### src/rtl/floo_mcast_fork_pkg.sv
// Shared types for the multicast fork stage.
package floo_mcast_fork_pkg;

    // Packet-lock state: Idle takes its mask from the head flit, Locked replays the stored mask.
    typedef enum logic {
        ForkIdle   = 1'b0,
        ForkLocked = 1'b1
    } fork_state_e;

endpackage

### src/rtl/floo_mcast_fork_if.sv
// Handshake bundle of the multicast fork: one upstream stream fanned out to NumOutputs ports.
// Signal directions in the names are those seen by the fork itself.
interface floo_mcast_fork_if #(
    parameter int unsigned NumOutputs = 5,
    parameter type         flit_t     = logic
);
    logic                  valid_i;
    logic                  ready_o;
    flit_t                 data_i;
    logic                  last_i;
    logic [NumOutputs-1:0] mask_i;
    logic [NumOutputs-1:0] valid_o;
    logic [NumOutputs-1:0] ready_i;
    flit_t                 data_o;
    logic                  last_o;

    // The fork side.
    modport slave (
        input  valid_i, data_i, last_i, mask_i, ready_i,
        output ready_o, valid_o, data_o, last_o
    );

    // The environment side: upstream source plus downstream sinks.
    modport master (
        output valid_i, data_i, last_i, mask_i, ready_i,
        input  ready_o, valid_o, data_o, last_o
    );
endinterface

### src/rtl/floo_mcast_fork_pending.sv
// Per-output pending tracker for a replicated flit. A set pend bit means that output
// has not yet taken the current flit; the flit retires once every selected output has.
module floo_mcast_pending #(
    parameter int unsigned NumOutputs = 5
) (
    input  logic                  clk_i,
    input  logic                  rst_i,
    input  logic                  valid_i,
    input  logic [NumOutputs-1:0] eff_i,
    input  logic [NumOutputs-1:0] ready_i,
    output logic [NumOutputs-1:0] valid_o,
    output logic                  ready_o
);

    logic [NumOutputs-1:0] pend_q;
    logic [NumOutputs-1:0] pend_d;
    logic [NumOutputs-1:0] done;

    // Fan-out valids, all-done reduction and the next pending set.
    always_comb begin
        // NOTE: every signal written here gets a default first, so no path can infer a latch.
        pend_d  = pend_q;
        valid_o = {NumOutputs{valid_i}} & eff_i & pend_q;
        done    = ~eff_i | ~pend_q | ready_i;
        ready_o = valid_i & (&done);
        if (ready_o) begin
            pend_d = '1;
        end else if (valid_i) begin
            pend_d = pend_q & ~(valid_o & ready_i);
        end
    end

    // Pending register; all ones means nobody has taken the current flit yet.
    always_ff @(posedge clk_i) begin
        // NOTE: state uses non-blocking assignments so every flop samples pre-edge values.
        if (rst_i) begin
            pend_q <= '1;
        end else begin
            pend_q <= pend_d;
        end
    end

    // An output may only be retired if it was actually a destination of the flit.
    a_pend_within_eff: assert property (@(posedge clk_i) disable iff (rst_i)
        ((pend_q & ~pend_d & ~eff_i) == '0));

endmodule

### src/rtl/floo_mcast_fork.sv
// Multicast replication stage with wormhole mask locking. The head flit's mask is
// latched for the whole packet; each flit is offered to all selected outputs and
// retires once all of them have taken it. Flits with no destination are dropped
// and counted.
module floo_mcast_fork
    import floo_mcast_fork_pkg::*;
#(
    parameter int unsigned NumOutputs = 5,
    parameter type         flit_t     = logic,
    parameter int unsigned InPort     = 0,
    parameter bit          NoLoopback = 1'b1,
    parameter int unsigned CntWidth   = 16
) (
    input  logic                clk_i,
    input  logic                rst_i,
    floo_mcast_fork_if.slave    bus,
    output logic                busy_o,
    output logic [CntWidth-1:0] drop_cnt_o
);

    // Bit of the mask pointing back at our own port, cleared on heads when loopback is off.
    localparam logic [NumOutputs-1:0] LoopMask =
        NoLoopback ? (NumOutputs'(1) << InPort) : '0;

    fork_state_e           state_q;
    fork_state_e           state_d;
    logic [NumOutputs-1:0] lock_q;
    logic [NumOutputs-1:0] lock_d;
    logic [NumOutputs-1:0] head_mask;
    logic [NumOutputs-1:0] eff;
    logic                  transfer;
    logic                  drop;
    logic [CntWidth-1:0]   drop_cnt_q;
    flit_t                 flit;

    assign head_mask = bus.mask_i & ~LoopMask;
    assign eff       = (state_q == ForkLocked) ? lock_q : head_mask;

    floo_mcast_pending #(
        .NumOutputs (NumOutputs)
    ) i_pending (
        .clk_i   (clk_i),
        .rst_i   (rst_i),
        .valid_i (bus.valid_i),
        .eff_i   (eff),
        .ready_i (bus.ready_i),
        .valid_o (bus.valid_o),
        .ready_o (transfer)
    );

    // The payload is broadcast untouched; only valid/ready are per output.
    assign flit        = bus.data_i;
    assign bus.data_o  = flit;
    assign bus.last_o  = bus.last_i;
    assign bus.ready_o = transfer;

    // An empty effective mask consumes the flit at once (transfer is high then too).
    assign drop       = bus.valid_i & ~(|eff);
    assign busy_o     = (state_q == ForkLocked);
    assign drop_cnt_o = drop_cnt_q;

    // Packet lock: a non-tail head locks its mask, the tail releases it.
    always_comb begin
        state_d = state_q;
        lock_d  = lock_q;
        if (transfer) begin
            unique case (state_q)
                ForkIdle: begin
                    if (!bus.last_i) begin
                        state_d = ForkLocked;
                        lock_d  = head_mask;
                    end
                end
                ForkLocked: begin
                    if (bus.last_i) begin
                        state_d = ForkIdle;
                    end
                end
                default: state_d = ForkIdle;
            endcase
        end
    end

    // State and locked-mask registers.
    always_ff @(posedge clk_i) begin
        if (rst_i) begin
            state_q <= ForkIdle;
            lock_q  <= '0;
        end else begin
            state_q <= state_d;
            lock_q  <= lock_d;
        end
    end

    // Saturating count of flits consumed without any destination.
    always_ff @(posedge clk_i) begin
        if (rst_i) begin
            drop_cnt_q <= '0;
        end else if (drop && (drop_cnt_q != {CntWidth{1'b1}})) begin
            drop_cnt_q <= drop_cnt_q + CntWidth'(1);
        end
    end

    // Upstream must hold the flit and its sideband until it is consumed.
    a_stable_inputs: assert property (@(posedge clk_i) disable iff (rst_i)
        (bus.valid_i && !bus.ready_o) |=>
            (bus.valid_i && $stable(bus.data_i) && $stable(bus.last_i) && $stable(bus.mask_i)));

    // Our own port never sees a flit when loopback is disabled.
    a_no_loopback: assert property (@(posedge clk_i) disable iff (rst_i)
        ((bus.valid_o & LoopMask) == '0));

endmodule
### src/flat_wrapper.sv
// flat-port wrapper written by rule: the top's interface ports become plain ports
module floo_mcast_fork_flat import floo_mcast_fork_pkg::*;
#(
    parameter int unsigned NumOutputs = 5,
    parameter type         flit_t     = logic,
    parameter int unsigned InPort     = 0,
    parameter bit          NoLoopback = 1'b1,
    parameter int unsigned CntWidth   = 16
)
  (clk_i, rst_i, busy_o, drop_cnt_o, bus_valid_i, bus_data_i, bus_last_i, bus_mask_i, bus_ready_i, bus_ready_o, bus_valid_o, bus_data_o, bus_last_o);
  floo_mcast_fork_if #(.NumOutputs(NumOutputs), .flit_t(flit_t)) bus_i ();
  input  logic clk_i;
  input  logic rst_i;
  output logic busy_o;
  output logic [CntWidth-1:0] drop_cnt_o;
  input wire logic [$bits(bus_i.valid_i)-1:0] bus_valid_i;
  input wire logic [$bits(bus_i.data_i)-1:0] bus_data_i;
  input wire logic [$bits(bus_i.last_i)-1:0] bus_last_i;
  input wire logic [$bits(bus_i.mask_i)-1:0] bus_mask_i;
  input wire logic [$bits(bus_i.ready_i)-1:0] bus_ready_i;
  output wire logic [$bits(bus_i.ready_o)-1:0] bus_ready_o;
  output wire logic [$bits(bus_i.valid_o)-1:0] bus_valid_o;
  output wire logic [$bits(bus_i.data_o)-1:0] bus_data_o;
  output wire logic [$bits(bus_i.last_o)-1:0] bus_last_o;
  assign bus_i.valid_i = bus_valid_i;
  assign bus_i.data_i = bus_data_i;
  assign bus_i.last_i = bus_last_i;
  assign bus_i.mask_i = bus_mask_i;
  assign bus_i.ready_i = bus_ready_i;
  assign bus_ready_o = bus_i.ready_o;
  assign bus_valid_o = bus_i.valid_o;
  assign bus_data_o = bus_i.data_o;
  assign bus_last_o = bus_i.last_o;
  floo_mcast_fork #(.NumOutputs(NumOutputs), .flit_t(flit_t), .InPort(InPort), .NoLoopback(NoLoopback), .CntWidth(CntWidth)) u_core (.clk_i(clk_i), .rst_i(rst_i), .bus(bus_i), .busy_o(busy_o), .drop_cnt_o(drop_cnt_o));
endmodule
### config.mk
export PLATFORM = sky130hd
export DESIGN_NAME = floo_mcast_fork_flat
export DESIGN_NICKNAME = d
export VERILOG_FILES = /design/src/rtl/floo_mcast_fork_pkg.sv /design/src/rtl/floo_mcast_fork_if.sv /design/src/rtl/floo_mcast_fork_pending.sv /design/src/rtl/floo_mcast_fork.sv /design/src/flat_wrapper.sv
export SDC_FILE = /design/constraint.sdc
export NUM_CORES = 1
export LEC_CHECK = 0
export CORE_MARGIN = 2
export CORE_UTILIZATION = 32
export DETAILED_ROUTE_END_ITERATION = 12
export HOLD_SLACK_MARGIN = 0.06
export PLACE_DENSITY = 0.65
export SETUP_SLACK_MARGIN = 0.3
export SYNTH_ARGS = -nofsm -noshare
export SYNTH_HDL_FRONTEND = slang
export SYNTH_HIERARCHICAL = 1
export SYNTH_SLANG_ARGS = --single-unit
### constraint.sdc
create_clock -name clk_i -period 2.2 [get_ports clk_i]
set_clock_uncertainty 0.05 [all_clocks]
set_input_delay 0.44 -clock clk_i [delete_from_list [all_inputs] [get_ports clk_i]]
set_output_delay 0.44 -clock clk_i [all_outputs]
set_load 0.03 [all_outputs]
==> results.ini, run 1 <==
[sta]
finalSetupViolCount = 0
fmax_mhz = 469.5
setup_ws_ps = 70.06
hold_viol_final = 0
slew_violations = 0
period_minus_slack_ps = 2130
tightest_slew_ps = 633.6
final.period_utilization = 0.9682
slew_headroom = 0.5723
hold_ws_ps = 460.0
rsz0062_at_grt = yes

[worst_setup_path]
cp-end-kind = primary output
cp_slowest_cell = dfxtp_4
worstPathRequired_ps = 1710
critPathMaxStageDelay_ps = 410
cp_num_buf_inv = 3
startpoint_type = flop
r2r-end = u_core/drop_cnt_o[10]
r2r-start = u_core/busy_o
r2r_slack_ps = 170
crit_path_cell_trace = mux2_4 > buf_6 > nand2_4 > o22ai_4 > nor3_4 > buf_6 > buf_6
crit_fanout = 6
path_common_cell = buf_6
reg2reg_depth = 8
critPathKind = reg -> out
arrival_ps = 1640
crit_start = u_core/busy_o
cp_top_family = flip-flops

[floorplanning]
core_area_um2 = 4629
ios = 40
initial_core_util = 0.3270
fp.dieW_um = 72.78
dieArea_um2 = 5297
die_h_um = 72.78
rows = 25

[hold_path]
worstHoldPathType = reg -> reg
whs_path_depth = 2
min_to = u_core/i_pending/pend_q[1]
hp-start = u_core/i_pending/pend_q[1]

[logic_synthesis]
ys_seq_area_frac = 0.3438
avgSynthCellArea_um2 = 8.958
synth.area.mux_share = 0.1157
synth_compound_area_frac = 0.1603
synth_edf_count = 0
synth_xor_xnor_area_share = 0
synth_area_leader_cell = dfxtp_1
ys.flop_type = dfxtp_1
syn-cell-area_um2 = 1514
synth_warnings = 6
ys_top_cells_by_count = 26 x dfxtp_1, 14 x nor2_1, 13 x a21oi_1
synth_fa_ha_area_frac = 0.008264
ys_async_sr_fraction = 0
yosys_register_bits = 26
yosys.area_share.simple = 0.3165
synth_top_area_share = 0.3438
synth_top_family_by_area = simple AND/OR/NAND/NOR gates
yosysMostFrequentCell = dfxtp_1
ys_top_cells_by_area = dfxtp_1 34%, mux2_2 8.9%, o31ai_1 4.5%
synth_cell_type_count = 44
netlist_instances = 169

[placed_design]
dpl.hpwl_um = 2601
portBuffers = 35
place_congestion = 0.7859
post-place-ws_ps = -335.6

[drt]
routed_wirelength_um = 4143
drtIter0Drc = 117
first_pass_iters = 4
drcViolationCount = 0
vias = 1508
routed_via_density = 5.329
ant_nets = 0
wl_per_cell_um = 14.64

[global_routing]
grt_overflow_total = 0
track_usage = 0.1643
antenna_found_initial = 0
grt_max_degree = 35
grt_pass1_wl_um = 6906
grt_pass1_vias = 1453

[finish]
fin_nets = 246
fillers = 438
post-route-util = 0.5181
area.growth.synth_to_final_pct = 58.43
diodes = 0
drive_gt1_frac = 0.4192

[run_status]
status = finished clean

[cts]
cts_tree = done
clock_sinks = 26
clock_path_buffers = 2
hold_buffers = 0
clk_pin_slew_worst_paths_ps = 90
h-tree-depth = 1
clock-root-buffer = clkbuf_8
numCtsBuffers = 3
clock_latency_ps = 270

[power]
p_leak_nw = 0.9473
power_density_nw_per_um2 = 490.0
total_power_mw = 1.175
ir_drop_mv = 0.2109

[flow_run]
maxCapViolations = 0

==> kinds of logic after synthesis <==
| logic type | Yosys count |
|---|---|
| buf+inv | 13 |
| compound gates | 34 |
| mux | 16 |
| fa+ha+maj | 1 |
| other cells | 1 |
| flops | 26 |
| simple gates | 78 |
==> sequential cells by signal, indices dropped and copies added (netlist names) <==
register,cells
u_core/lock_q,4
u_core/i_pending/pend_q,5
u_core/drop_cnt_o,16
u_core/busy_o,1
==> report_power, final <==
part           total (mW)  switching, mW  internal [mW]
clock network       0.405          0.161          0.244
registers           0.493         0.0131          0.480
logic               0.277          0.133          0.144
total                1.18          0.307          0.868
==> metrics by stage <==
| step | TNS [ps] | instances | instance area [µm²] |
|---|---|---|---|
| CTS | 0 | 283 | 2321 |
| global placement | -4885 | 266 | 2057 |
| finish | 0 | 283 | 2399 |
| floorplan | -20.38 | 171 | 1585 |
| global route | -13.24 | 283 | 2399 |
| detailed placement | -4923 | 266 | 2057 |
==> tightest hold or removal path, delay by kind of cell (launching register included) <==
kind	cells	cell delay, ps
AOI/OAI and AO/OA	2	120
DFF	1	360
==> per-layer routing <==
metal / GRT usage / routed length [µm] / vias up
met5: 0 / 0 / -
met4: 0.04938 / 25 / 0
met3: 0.01796 / 89 / 2
met2: 0.2737 / 2199 / 21
met1: 0.2234 / 1828 / 729
li1: - / - / 756
==> how the worst max path moves through the flow <==
stage	endpoint	cells past startpoint
2_1_floorplan	u_core/lock_q[1]	8
3_3_place_gp	bus_valid_o[4]	4
3_5_place_dp	bus_valid_o[4]	4
4_1_cts	bus_ready_o	7
5_1_grt	bus_ready_o	7
6_report	bus_ready_o	7
==> repair_timing <==
action                                  4_1_cts  5_1_grt
pin swaps                                    22        2
cloned                                        1        0
buffers inserted                             12        0
endpoints found under the setup margin       32       29
gates resized for setup                      38       26
==> layout by cell type (no fill, tap or decap), types with 4 or more instances in the layout <==
| cell type | count |
|---|---|
| a21oi_1 | 11 |
| buf_4 | 19 |
| buf_6 | 14 |
| clkdlybuf4s50_1 | 14 |
| dfxtp_1 | 17 |
| dfxtp_2 | 6 |
| dlygate4sd2_1 | 8 |
| dlymetal6s2s_1 | 5 |
| mux2_2 | 6 |
| mux2_4 | 6 |
| mux2i_1 | 4 |
| nand3_1 | 10 |
| nand4_1 | 5 |
| nor2_1 | 14 |
| nor2b_1 | 9 |
| nor4_2 | 7 |
| o31ai_1 | 7 |
==> layout make-up <==
| class | count | area (µm²) | area share |
|---|---|---|---|
| Clock inverter | 1 | 30.03 | 0.01252 |
| Clock buffer | 3 | 41.29 | 0.01721 |
| Sequential cell | 26 | 539.3 | 0.2248 |
| Timing Repair Buffer | 64 | 623.1 | 0.2598 |
| Tap cell | 54 | 67.56 | 0.02817 |
| Inverter | 2 | 7.507 | 0.003130 |
| Multi-Input combinational cell | 133 | 1090 | 0.4544 |
No activity file was read; power rests on OpenSTA's default activity.
==> inputs of run 2 (changes only) <==
- CORE_UTILIZATION: 32 -> 35
- PLACE_DENSITY: 0.65 -> 0.69
==> run 2 against run 1 <==
- non-clock buffer count rose by 3
- sequential share of layout area decreased by 0.26 points
- power down 11%
- clock power fell by 31%
- hold slack got worse by 22 ps
- worst setup slack improved by 14 ps
- cell count unchanged
- critical path depth fell by 1
- sequential cell count did not move
- cell area grew 1.1%
- count of clock-buffer cells in the layout up 1
- critical endpoint unchanged
==> results.ini, run 2 (same netlist as run 1, synthesis figures left out) <==
[sta]
hold_viol_final = 0  ; unchanged
hold_ws_ps = 437.8  ; -22.15 ps
final.period_utilization = 0.9618  ; -0.006334
finalSetupViolCount = 0  ; unchanged
tightest_slew_ps = 512.1  ; -121.4 ps
period_minus_slack_ps = 2116  ; -13.93 ps
slew_violations = 0  ; unchanged
slew_headroom = 0.6586  ; +0.08632
tns_ps = 0  ; unchanged
rsz0062_at_grt = yes
fmax_mhz = 472.6  ; +0.66%

[finish]
final_cells = 283  ; unchanged
seqCellArea_um2 = 539.3  ; unchanged
layout_commonest_cell = buf_4
area.growth.synth_to_final_pct = 60.25
final_cell_area_um2 = 2426  ; +1.1%
fillers = 338  ; -23%
largest_reg_flops = 16  ; unchanged
final_cell_mix = 25 x buf_4, 17 x dfxtp_1, 16 x clkdlybuf4s50_1
fin_nets = 250  ; +1.6%
diodes = 0  ; unchanged
drive_gt1_frac = 0.4464  ; +0.02714
multiInputGateArea_um2 = 1146  ; +5.2%

[cts]
clock-root-buffer = clkbuf_8
clock_latency_ps = 270  ; about the same
clock_sinks = 26  ; unchanged
cts_tree = done
clock_path_buffers = 2  ; unchanged
hold_buffers = 0  ; unchanged
h-tree-depth = 1  ; unchanged
clk_pin_slew_worst_paths_ps = 90  ; about the same
numCtsBuffers = 3  ; unchanged

[floorplanning]
dieArea_um2 = 4868  ; -8.1%
ios = 40  ; unchanged
core_area_um2 = 4086  ; -12%
die_h_um = 69.77  ; -4.1%
rows = 23  ; -8.0%
fp.dieW_um = 69.77  ; -4.1%
initial_core_util = 0.3705  ; +0.04346

[drt]
drtIter0Drc = 95  ; -19%
first_pass_iters = 4  ; unchanged
routed_via_density = 5.481  ; +2.9%
drcViolationCount = 0  ; unchanged
wl_per_cell_um = 15.17  ; +3.6%
ant_nets = 0  ; unchanged
vias = 1551  ; +2.9%
routed_wirelength_um = 4294  ; +3.6%

[run_status]
status = finished clean

[placed_design]
dpl.hpwl_um = 2593  ; -0.30%
place_congestion = 0.7980  ; +1.5%
portBuffers = 35  ; unchanged
placed_area_um2 = 2019  ; -1.8%
dp_cells = 258  ; -3.0%

[global_routing]
grt_pass1_vias = 1393  ; -4.1%
grt_pass1_wl_um = 6610  ; -4.3%
antenna_found_initial = 0  ; unchanged
track_usage = 0.1650  ; +0.0006899
grt_max_degree = 35  ; unchanged
grt_overflow_total = 0  ; unchanged

[worst_setup_path]
startpoint_type = flop
crit_fanout = 6  ; unchanged
cp-end-kind = primary output
arrival_ps = 1630  ; about the same
worstPathRequired_ps = 1710  ; about the same
critPathKind = reg -> out

[power]
p_leak_nw = 0.9272  ; -2.1%
power_density_nw_per_um2 = 432.5  ; -12%
ir_drop_mv = 0.2516  ; +19%

[hold_path]
worstHoldPathType = in -> reg

[flow_run]
maxCapViolations = 0  ; unchanged

==> run 2: worst max-delay path: stages, from the launching register on <==
cell and delay, ps:
dfxtp_4 410, mux2_4 340, nand2_4 70, o22ai_4 70, nor3_4 220, buf_6 130
buf_6 120
==> run 2: through the flow <==
step | power, mW | setup slack [ps] | util
6_report | 1.049 | 83.99 | 0.5937
5_1_grt | 1.095 | 43.82 | 0.5937
4_1_cts | 1.025 | 86.11 | 0.5419
3_5_place_dp | 0.7203 | -285.7 | 0.4942
3_3_place_gp | 0.7176 | -255.2 | 0.4942
2_1_floorplan | 0.6378 | -5.095 | -
==> run 2: report_power, final <==
group / switching [mW] / internal, mW / leakage [nW] / total [mW]
Clock: 0.149 / 0.130 / 0.0228 / 0.279
Combinational: 0.134 / 0.142 / 0.689 / 0.276
Sequential: 0.0145 / 0.480 / 0.216 / 0.494
==> run 2: metal layers <==
metal | GRT usage | part of all wire | vias up
met5 | 0 | 0 | -
met1 | 0.2274 | 0.45 | 750
li1 | - | - | 770
met4 | 0.05128 | 0.0077 | 0
met3 | 0.01453 | 0.031 | 2
met2 | 0.2720 | 0.51 | 29
==> run 2: path summary, 6_finish.rpt <==
check	startpoint	end	slack, ps	cells after the start
worst min-delay path	bus_mask_i[3]	u_core/lock_q[3]	440	3
worst min register to register	u_core/i_pending/pend_q[1]	u_core/i_pending/pend_q[1]	460	2
worst max register to register	u_core/busy_o	u_core/drop_cnt_o[3]	190	7
worst max-delay path	u_core/busy_o	bus_ready_o	80	6
==> run 2: layout make-up <==
class	count	area share
sequential	26	0.2223
tap	50	0.02579
multi-input combinational	134	0.4724
timing repair buffer	67	0.2579
inverter	2	0.003094
clock buffer	4	0.01857
==> run 2: timing repair <==
| action | 4_1_cts | 5_1_grt |
|---|---|---|
| cloned | 1 | 1 |
| setup endpoints to repair | 30 | 26 |
| pin swaps | 4 | 18 |
| setup buffers | 8 | 11 |
| gates resized for setup | 38 | 27 |
==> inputs of run 3 (changes only) <==
- clock period: 2.2 -> 2.5 ns (I/O delays scaled with it)
==> run 3 against run 2 <==
- cell area down 8.3%
- sequential cell count unchanged
- largest cell class unchanged
- highest routed layer unchanged
- power down 15%
- critical path depth unchanged
- core utilization down 4.9 points
- via count down 5.1%
- count of clock-buffer cells in the layout unchanged
- worst setup slack better by 250 ps
- hold slack better by 31 ps
- clock power down 13%
- sequential share of layout area up 1.3 points
- critical path type unchanged
- register-to-register slack better by 190 ps
==> results.ini, run 3 (same netlist as run 1, synthesis figures left out) <==
[placed_design]
placed_area_um2 = 2012  ; -0.37%
portBuffers = 35  ; unchanged
dpl.hpwl_um = 2684  ; +3.5%
place_congestion = 0.7673  ; -3.8%

[floorplanning]
rows = 23  ; unchanged
dieArea_um2 = 4868  ; unchanged
die_h_um = 69.77  ; unchanged
fp.dieW_um = 69.77  ; unchanged
initial_core_util = 0.3705  ; unchanged
core_area_um2 = 4086  ; unchanged
ios = 40  ; unchanged

[sta]
final.period_utilization = 0.8661
slew_headroom = 0.5822  ; -0.07635
fmax_mhz = 461.9
slew_violations = 0  ; unchanged
period_minus_slack_ps = 2165
rsz0062_at_grt = yes
tightest_slew_ps = 624.7  ; +112.6 ps
hold_viol_final = 0  ; unchanged
finalSetupViolCount = 0  ; unchanged
hold_ws_ps = 469.0  ; +31.16 ps

[finish]
diodes = 0  ; unchanged
largest_reg_flops = 16  ; unchanged
area.growth.synth_to_final_pct = 46.94
layout_commonest_cell = dfxtp_1
fin_nets = 239  ; -4.4%
final_cell_mix = 25 x dfxtp_1, 24 x clkdlybuf4s50_1, 21 x buf_4
drive_gt1_frac = 0.3423  ; -0.1040
fillers = 387  ; +14%
final_cell_area_um2 = 2225  ; -8.3%

[worst_setup_path]
critPathKind = reg -> out
arrival_ps = 1620  ; about the same
crit_fanout = 6  ; unchanged
cp-end-kind = primary output
startpoint_type = flop
worstPathRequired_ps = 1950  ; +240 ps

[power]
ir_drop_mv = 0.2870  ; +14%
total_power_mw = 0.8920  ; -15%
p_leak_nw = 0.7747  ; -16%
power_density_nw_per_um2 = 401.0  ; -7.3%

[global_routing]
grt_busiest_layer = met2
grtUsageMet2 = 0.2624  ; -0.009524
grt_max_degree = 20  ; -43%
track_usage = 0.1528  ; -0.01221
grt_pass1_wl_um = 6127  ; -7.3%
grt_use_met1 = 0.1952  ; -0.03223
grt_util_met3 = 0.03634  ; +0.02180
grt_pass1_vias = 1319  ; -5.3%
grt_overflow_total = 0  ; unchanged
antenna_found_initial = 0  ; unchanged

[cts]
clk_pin_slew_worst_paths_ps = 90  ; about the same
clock_sinks = 26  ; unchanged
clock-root-buffer = clkbuf_8
clock_path_buffers = 2  ; unchanged
hold_buffers = 0  ; unchanged
clock_latency_ps = 270  ; about the same
h-tree-depth = 1  ; unchanged
numCtsBuffers = 3  ; unchanged
cts_tree = done

[drt]
routed_via_density = 5.412  ; -1.3%
drcViolationCount = 0  ; unchanged
routed_wirelength_um = 3922  ; -8.7%
drtIter0Drc = 61  ; -36%
wl_per_cell_um = 14.42  ; -5.0%
vias = 1472  ; -5.1%
first_pass_iters = 4  ; unchanged
ant_nets = 0  ; unchanged

[run_status]
status = finished clean

[flow_run]
maxCapViolations = 0  ; unchanged

[hold_path]
worstHoldPathType = reg -> reg

==> run 3: worst max-delay path, cell delays in order, from the launching register on <==
cell,delay (ps)
dfxtp_4,410
mux2_4,330
buf_6,120
nand2_4,50
o22ai_4,70
nor3_4,210
buf_6,150
==> run 3: path summary, 6_finish.rpt <==
path | startpoint | to | slack (ps) | cells after the start
worst min register to register | u_core/i_pending/pend_q[3] | u_core/i_pending/pend_q[3] | 470 | 2
worst max register to register | u_core/busy_o | u_core/lock_q[2] | 380 | 9
worst min-delay path | u_core/i_pending/pend_q[3] | u_core/i_pending/pend_q[3] | 470 | 2
worst max-delay path | u_core/busy_o | bus_ready_o | 330 | 6
==> run 3: timing repair <==
item	in CTS	in global routing
pin swaps	3	7
endpoints found under the setup margin	20	17
setup buffers	1	6
gates resized for setup	14	21
cloned	1	0
==> run 3: metrics by stage <==
step	util	TNS, ps	worst slack [ps]	std cells
floorplan	-	0	294.9	171
global placement	0.4923	-740.3	-134.0	260
detailed placement	0.4923	-1166	-136.9	260
CTS	0.5086	0	305.0	266
global route	0.5444	0	241.1	272
finish	0.5444	0	334.9	272
==> run 3: layer usage <==
layer,vias to the layer above,wire length (µm)
met5,-,0
met4,0,23
met3,2,149
met2,28,1997
met1,701,1752
li1,741,-
==> run 3: final cells by class <==
cell class | instances | area [µm²] | area share
clock buffers | 4 | 45.04 | 0.02025
inverters | 2 | 7.507 | 0.003375
multi-input cells | 133 | 1052 | 0.4730
flip-flops and latches | 26 | 524.3 | 0.2357
well taps | 50 | 62.56 | 0.02812
repair buffers | 57 | 533.0 | 0.2396
==> run 3: report_power, final <==
group	total (mW)	switching [mW]	internal [mW]	leakage, nW
combinational	0.214	0.109	0.106	0.541
clock	0.243	0.129	0.114	0.0228
sequential	0.435	0.0114	0.424	0.211
